## src/rtl/lut_logic_unit_pipe_if.sv

```systemverilog
// Stream/config bundle for lut_logic_unit_pipe.
// master = producer/consumer side, slave = the logic unit.
interface lut_logic_unit_pipe_if #(
   parameter int W  = 8,
   parameter int CW = 4
);
   logic          cfg_we;
   logic [3:0]    cfg_tt;
   logic          cfg_acc;
   logic          cfg_busy;
   logic          in_valid;
   logic          in_ready;
   logic [W-1:0]  in_a;
   logic [W-1:0]  in_b;
   logic          in_last;
   logic          out_valid;
   logic          out_ready;
   logic [W-1:0]  out_y;
   logic [CW-1:0] out_cnt;

   modport master (
      output cfg_we, cfg_tt, cfg_acc, in_valid, in_a, in_b, in_last, out_ready,
      input  cfg_busy, in_ready, out_valid, out_y, out_cnt
   );

   modport slave (
      input  cfg_we, cfg_tt, cfg_acc, in_valid, in_a, in_b, in_last, out_ready,
      output cfg_busy, in_ready, out_valid, out_y, out_cnt
   );
endinterface

```

## src/rtl/lut_logic_unit_pipe.sv

```systemverilog
// Registered 2-input LUT logic unit with valid/ready streaming and an
// accumulate mode that folds a multi-beat stream into a single result.
module lut_logic_unit_pipe #(
   parameter int W  = 8,
   parameter int CW = 4
) (
   input logic                  clk,
   input logic                  rst_n,
   lut_logic_unit_pipe_if.slave bus
);
   typedef enum logic [1:0] {IDLE, ACC, HOLD} state_t;

   state_t        state_q, state_d;
   logic [3:0]    tt_q;
   logic          acc_mode_q;
   logic [W-1:0]  acc_q, acc_d;
   logic [CW-1:0] cnt_q, cnt_d;
   logic [W-1:0]  y_q, y_d;
   logic [CW-1:0] ycnt_q, ycnt_d;

   logic          accept;
   logic [W-1:0]  x_op;
   logic [W-1:0]  f_val;
   logic [CW-1:0] cnt_inc;

   assign bus.in_ready  = (state_q != HOLD) | bus.out_ready;
   assign bus.out_valid = (state_q == HOLD);
   assign bus.cfg_busy  = (state_q != IDLE);
   assign bus.out_y     = y_q;
   assign bus.out_cnt   = ycnt_q;

   assign accept  = bus.in_valid & bus.in_ready;
   // Only a continuing accumulation feeds back; every first beat uses in_a.
   assign x_op    = (state_q == ACC) ? acc_q : bus.in_a;
   assign cnt_inc = (cnt_q == {CW{1'b1}}) ? cnt_q : cnt_q + CW'(1);

   // One LUT slice per result bit.
   for (genvar i = 0; i < W; i++) begin : g_bit
      lut_bit u_bit (
         .tt_i (tt_q),
         .x_i  (x_op[i]),
         .y_i  (bus.in_b[i]),
         .f_o  (f_val[i])
      );
   end

   // Next-state: beat processing, accumulation and result capture.
   always_comb begin
      state_d = state_q;
      acc_d   = acc_q;
      cnt_d   = cnt_q;
      y_d     = y_q;
      ycnt_d  = ycnt_q;
      if (accept) begin
         if (!acc_mode_q) begin
            y_d     = f_val;
            ycnt_d  = CW'(1);
            state_d = HOLD;
         end else begin
            acc_d = f_val;
            cnt_d = (state_q == ACC) ? cnt_inc : CW'(1);
            if (bus.in_last) begin
               y_d     = f_val;
               ycnt_d  = cnt_d;
               state_d = HOLD;
            end else begin
               state_d = ACC;
            end
         end
      end else if (state_q == HOLD && bus.out_ready) begin
         state_d = IDLE;
      end
   end

   // State, config and result registers; config only lands while idle.
   always_ff @(posedge clk) begin
      if (!rst_n) begin
         state_q    <= IDLE;
         tt_q       <= 4'b1110;
         acc_mode_q <= 1'b0;
         acc_q      <= '0;
         cnt_q      <= '0;
         y_q        <= '0;
         ycnt_q     <= '0;
      end else begin
         state_q <= state_d;
         acc_q   <= acc_d;
         cnt_q   <= cnt_d;
         y_q     <= y_d;
         ycnt_q  <= ycnt_d;
         if (bus.cfg_we && state_q == IDLE) begin
            tt_q       <= bus.cfg_tt;
            acc_mode_q <= bus.cfg_acc;
         end
      end
   end
endmodule

// One result bit: 4:1 lookup as two mux levels, first on y then on x.
module lut_bit (
   input  logic [3:0] tt_i,
   input  logic       x_i,
   input  logic       y_i,
   output logic       f_o
);
   logic lo, hi;

   lut_mux2 u_lo  (.d0_i(tt_i[0]), .d1_i(tt_i[1]), .sel_i(y_i), .y_o(lo));
   lut_mux2 u_hi  (.d0_i(tt_i[2]), .d1_i(tt_i[3]), .sel_i(y_i), .y_o(hi));
   lut_mux2 u_out (.d0_i(lo),      .d1_i(hi),      .sel_i(x_i), .y_o(f_o));
endmodule

// Plain 2:1 mux.
module lut_mux2 (
   input  logic d0_i,
   input  logic d1_i,
   input  logic sel_i,
   output logic y_o
);
   assign y_o = sel_i ? d1_i : d0_i;
endmodule

```

## src/flat_wrapper.sv

```systemverilog
// flat-port wrapper written by rule: the top's interface ports become plain ports
module lut_logic_unit_pipe_flat 
#(
   parameter int W  = 8,
   parameter int CW = 4
)
  (clk, rst_n, bus_cfg_we, bus_cfg_tt, bus_cfg_acc, bus_in_valid, bus_in_a, bus_in_b, bus_in_last, bus_out_ready, bus_cfg_busy, bus_in_ready, bus_out_valid, bus_out_y, bus_out_cnt);
  lut_logic_unit_pipe_if #(.W(W), .CW(CW)) bus_i ();
  input logic clk;
  input logic rst_n;
  input wire logic [$bits(bus_i.cfg_we)-1:0] bus_cfg_we;
  input wire logic [$bits(bus_i.cfg_tt)-1:0] bus_cfg_tt;
  input wire logic [$bits(bus_i.cfg_acc)-1:0] bus_cfg_acc;
  input wire logic [$bits(bus_i.in_valid)-1:0] bus_in_valid;
  input wire logic [$bits(bus_i.in_a)-1:0] bus_in_a;
  input wire logic [$bits(bus_i.in_b)-1:0] bus_in_b;
  input wire logic [$bits(bus_i.in_last)-1:0] bus_in_last;
  input wire logic [$bits(bus_i.out_ready)-1:0] bus_out_ready;
  output wire logic [$bits(bus_i.cfg_busy)-1:0] bus_cfg_busy;
  output wire logic [$bits(bus_i.in_ready)-1:0] bus_in_ready;
  output wire logic [$bits(bus_i.out_valid)-1:0] bus_out_valid;
  output wire logic [$bits(bus_i.out_y)-1:0] bus_out_y;
  output wire logic [$bits(bus_i.out_cnt)-1:0] bus_out_cnt;
  assign bus_i.cfg_we = bus_cfg_we;
  assign bus_i.cfg_tt = bus_cfg_tt;
  assign bus_i.cfg_acc = bus_cfg_acc;
  assign bus_i.in_valid = bus_in_valid;
  assign bus_i.in_a = bus_in_a;
  assign bus_i.in_b = bus_in_b;
  assign bus_i.in_last = bus_in_last;
  assign bus_i.out_ready = bus_out_ready;
  assign bus_cfg_busy = bus_i.cfg_busy;
  assign bus_in_ready = bus_i.in_ready;
  assign bus_out_valid = bus_i.out_valid;
  assign bus_out_y = bus_i.out_y;
  assign bus_out_cnt = bus_i.out_cnt;
  lut_logic_unit_pipe #(.W(W), .CW(CW)) u_core (.clk(clk), .rst_n(rst_n), .bus(bus_i));
endmodule
```

## config.mk

```make
export PLATFORM = sky130hd
export DESIGN_NAME = lut_logic_unit_pipe_flat
export DESIGN_NICKNAME = d
export VERILOG_FILES = /design/src/rtl/lut_logic_unit_pipe_if.sv /design/src/rtl/lut_logic_unit_pipe.sv /design/src/flat_wrapper.sv
export SDC_FILE = /design/constraint.sdc
export NUM_CORES = 1
export LEC_CHECK = 0
export ABC_AREA = 1
export BUFFER_PORTS_ARGS = -buffer_cell sky130_fd_sc_hd__buf_2
export CAP_MARGIN = 5
export CORE_AREA = 2 2 80 90
export DETAILED_ROUTE_END_ITERATION = 10
export DIE_AREA = 0 0 82 92
export PLACE_DENSITY = 0.46
export SLEW_MARGIN = 10
export SYNTH_ARGS = -nofsm -noshare
export SYNTH_HDL_FRONTEND = slang
export SYNTH_SLANG_ARGS = --single-unit
export TNS_END_PERCENT = 50
```

## constraint.sdc

```tcl
create_clock -name clk -period 2.3 [get_ports clk]
set_input_delay 0.345 -clock clk [delete_from_list [all_inputs] [get_ports clk]]
set_output_delay 0.345 -clock clk [all_outputs]
set_load 0.1 [all_outputs]
```

==> summary.md <==
| Metric | Value |
|---|---|
| Run status | `completed` |
| Worst rel slew slack | `0.6628` |
| Drc violations | `0` |
| Leakage | `0.9223 nW` |
| Area growth from synthesis to layout | `21.36%` |
| Global-route wire length before repair | `7534 um` |
| Worst Setup Start Kind | `flop` |
| DRC marker count from the first detailed-route iteration | `54` |
| Summed instance area of the synthesized netlist | `1623 um^2` |
| Port-buffer cells | `41` |
| Placement Rows | `32` |
| Final worst path period need | `1.923 ns` |
| Initial Util | `0.2413` |
| Total number of H-tree levels | `2` |
| Final number of hold-violating endpoints | `0` |
| Finished Cell Area | `1969 um^2` |
| Main combinational cell family by area after synthesis | `simple AND/OR/NAND/NOR gates` |
| Final number of setup-violating endpoints | `0` |
| Endpoint class of the critical path | `output port` |
| Share of final-layout standard cells stronger than drive strength 1 | `0.2064` |
| Placed Instances | `358` |
| Final wirelength | `4643 um` |
| Transition at the pin with the smallest max-transition slack | `0.5051 ns` |
| Count of distinct cell types in the synthesized netlist | `25` |
| Post-synthesis mux area share | `0` |
| Library cell with the largest summed area after synthesis | `sky130_fd_sc_hd__dfxtp_1` |
| Worst slack on hold paths | `between 0.2 and 0.3 ns` |
| Number of routed nets with antenna violations | `0` |
| Worst path cell trace | `inv_2 > nand3_4 > buf_2` |
| Min-delay worst type | `input port to flop` |
| Maximum number of pins on one net before global-route repair | `25` |
| Area of the placeable core | `6726 um^2` |
| Chip width | `82 um` |
| Via count | `1657` |
| Vertical die dimension | `92 um` |
| Primary flip-flop cell chosen by synthesis mapping | `sky130_fd_sc_hd__dfxtp_1` |
| Ranking of synthesized cells by instance count | `sky130_fd_sc_hd__nand2_1 (62), sky130_fd_sc_hd__nor2_1 (39), sky130_fd_sc_hd__dfxtp_1 (31)` |
| Synth area leaders | `sky130_fd_sc_hd__dfxtp_1 (38%), sky130_fd_sc_hd__nand2_1 (14%), sky130_fd_sc_hd__nor2_1 (9.0%)` |
| Register clock-pin slew on the reported worst setup and hold paths | `0.06 ns` |
| Final Max Tran Viols | `0` |
| Num CTS Buffers | `5` |
| Per-instance average area after synthesis | `6.734 um^2` |
| Setup slack of the critical path after layout | `around 0.38 ns` |
| Proportion of synthesized chip area in sequential cells | `0.3824` |
| Unrepaired setup endpoints after global routing | `no` |
| Number of global-route vias before repair | `between 1500 and 2000` |
| Post-layout net count | `308` |
| Power density of the placed cells | `around 740 nW/um^2` |
| GR Overflow Total | `0` |
| Total placed instance area | `~1900 um^2` |
| Cell with the biggest individual delay on the critical path | `sky130_fd_sc_hd__dfxtp_1` |
| Setup Buffers After CTS | `0` |
| Skew final | `0.002925 ns` |
| Startpoint-to-endpoint class of the critical path | `flop to output port` |
| Compound-gate portion of the synthesized area | `0.1966` |
| VDD IR-drop max | `about 0.00033 V` |
| CTS tree | `yes` |
| Gates resized, CTS repair | `0` |
| Adder and majority cell fraction of the synthesized area | `0.007710` |
| Ant diodes | `0` |
| Most frequent cell after synthesis | `sky130_fd_sc_hd__nand2_1` |
| # Max-Cap Violations | `0` |
| Setup slack, reg-to-reg | `0.60 ns` |
| Max frequency | `520.1 MHz` |
| Highest cell delay on the worst timing path | `0.64 ns` |
| Global-route usage over all layers | `0.1327` |
| Root Buffer | `sky130_fd_sc_hd__clkbuf_8` |
| Data arrival time of the critical path | `1.58 ns` |
| Fraction of synthesized cell area taken by the top area cell type | `0.3824` |
| Crit path buf inv count | `2` |
| Final HPWL DP | `between 3000 and 4000 um` |
| Vias per Instance | `4.527` |
| Synth async-reset ratio | `0` |
| EDFF count, synth | `0` |
| Final total negative setup slack | `0 ns` |
| Fill cell count | `768` |
| Warning count from the yosys run | `0` |
| Routability cong. | `slightly below 0.8` |
| Flip-flop and latch count after synthesis | `31` |
| Average routed wire per standard cell | `around 13 um` |
| Number of cells produced by synthesis | `241` |
| Clock tree sinks | `31` |
| Total Die Area | `~7500 um^2` |
| Parity-gate share of the synthesized area counting xor and xnor cells | `0` |
| Antenna violations before repair | `0` |
| Family with the most delay on the worst path | `flip-flops` |
| Biggest fanout along the worst timing path | `13` |
| Maximum buffer depth of the clock tree | `2` |
| Setup slack at placement | `0.6191 ns` |
| Required time at the endpoint of the critical path | `between 1.5 and 2 ns` |
| Number of buffers added to fix hold violations after cts | `0` |
| Synth Area in Simple Gates | `0.3385` |
| Source-to-sink clock delay at the later pin of the worst-skew pair | `~0.27 ns` |
| Synth Net Count | `269` |
| Detailed-routing iteration count for the pre-antenna-repair pass | `4` |
| Final critical-path share of the clock period | `0.8359` |
| Count of boundary I/O pins | `42` |
| Filler-free cell count of the finished design | `between 300 and 400` |
-- power breakdown --
part	total (mW)	leakage [nW]	internal, mW	switching [mW]
Sequential	0.609	0.255	0.575	0.0341
Combinational	0.385	0.616	0.0926	0.292
Clock	0.470	0.0515	0.273	0.197
-- flip-flops by register name, summed over array words and instances (netlist names) --
| name | flops |
|---|---|
| u_core.acc_q | 8 |
| u_core.bus.out_y | 8 |
| u_core.bus.out_cnt | 4 |
| u_core.cnt_q | 4 |
| u_core.tt_q | 4 |
| u_core.state_q | 2 |
| u_core.acc_mode_q | 1 |
-- per-layer routing --
metal  GRT usage  vias to the layer above  wire length (um)
li1            -                      872                 -
met1      0.1627                      739              2106
met2      0.2243                       44              2241
met3     0.04134                        2               268
met4     0.02917                        0                27
met5           0                        -                 0
-- placed cells by master, fill, tap and decap left out --
master / instances
sky130_fd_sc_hd__nand2_1: 62
sky130_fd_sc_hd__buf_2: 41
sky130_fd_sc_hd__nor2_1: 39
sky130_fd_sc_hd__dfxtp_1: 31
sky130_fd_sc_hd__o21ai_0: 27
sky130_fd_sc_hd__nand3_1: 18
sky130_fd_sc_hd__inv_1: 10
sky130_fd_sc_hd__a21oi_1: 10
sky130_fd_sc_hd__o21ai_1: 9
sky130_fd_sc_hd__o21a_1: 8
sky130_fd_sc_hd__clkbuf_8: 7
sky130_fd_sc_hd__inv_2: 4
sky130_fd_sc_hd__nand2_2: 2
sky130_fd_sc_hd__nand4_1: 2
sky130_fd_sc_hd__o211ai_1: 2
sky130_fd_sc_hd__nand3_4: 1
sky130_fd_sc_hd__nand2_4: 1
sky130_fd_sc_hd__nor2_2: 1
sky130_fd_sc_hd__a211oi_1: 1
sky130_fd_sc_hd__a31oi_1: 1
sky130_fd_sc_hd__clkinv_1: 1
sky130_fd_sc_hd__nor2_8: 1
sky130_fd_sc_hd__ha_1: 1
sky130_fd_sc_hd__clkbuf_1: 1
-- worst min-delay path, delay by kind of cell --
family / cells / cell delay [ns]
AND/OR/NAND/NOR: 2 / 0.09
buffers and inverters: 1 / 0.07
-- final cells by class --
| cell class | count | area (um^2) | area share |
|---|---|---|---|
| Clock buffer | 8 | 100.1 | 0.05083 |
| Timing Repair Buffer | 41 | 205.2 | 0.1042 |
| Sequential cell | 31 | 620.6 | 0.3151 |
| Tap cell | 85 | 106.4 | 0.05400 |
| Multi-Input combinational cell | 186 | 880.8 | 0.4473 |
| Inverter | 15 | 56.30 | 0.02859 |
-- cells by family after synthesis --
kind of cell    after synthesis
compound gates               58
fa+ha+maj                     1
buf+inv                      24
flops                        31
simple gates                127
-- stage by stage --
| stage | util | total power, mW |
|---|---|---|
| floorplan | - | 0.9220 |
| CTS | 0.2928 | 1.481 |
| global placement | 0.2779 | 1.010 |
| finish | 0.2928 | 1.463 |
| global route | 0.2928 | 1.541 |
| detailed placement | 0.2779 | 1.009 |
-- final timing paths --
path,start,to,depth (start not counted)
setup reg to reg,u_core.state_q[0],u_core.bus.out_cnt[0],7
hold / removal,bus_cfg_tt[1],u_core.tt_q[1],3
hold reg to reg,u_core.bus.out_cnt[2],u_core.bus.out_cnt[2],2
setup / recovery,u_core.state_q[0],bus_in_ready,3
Power figures use the tool's default switching activity.
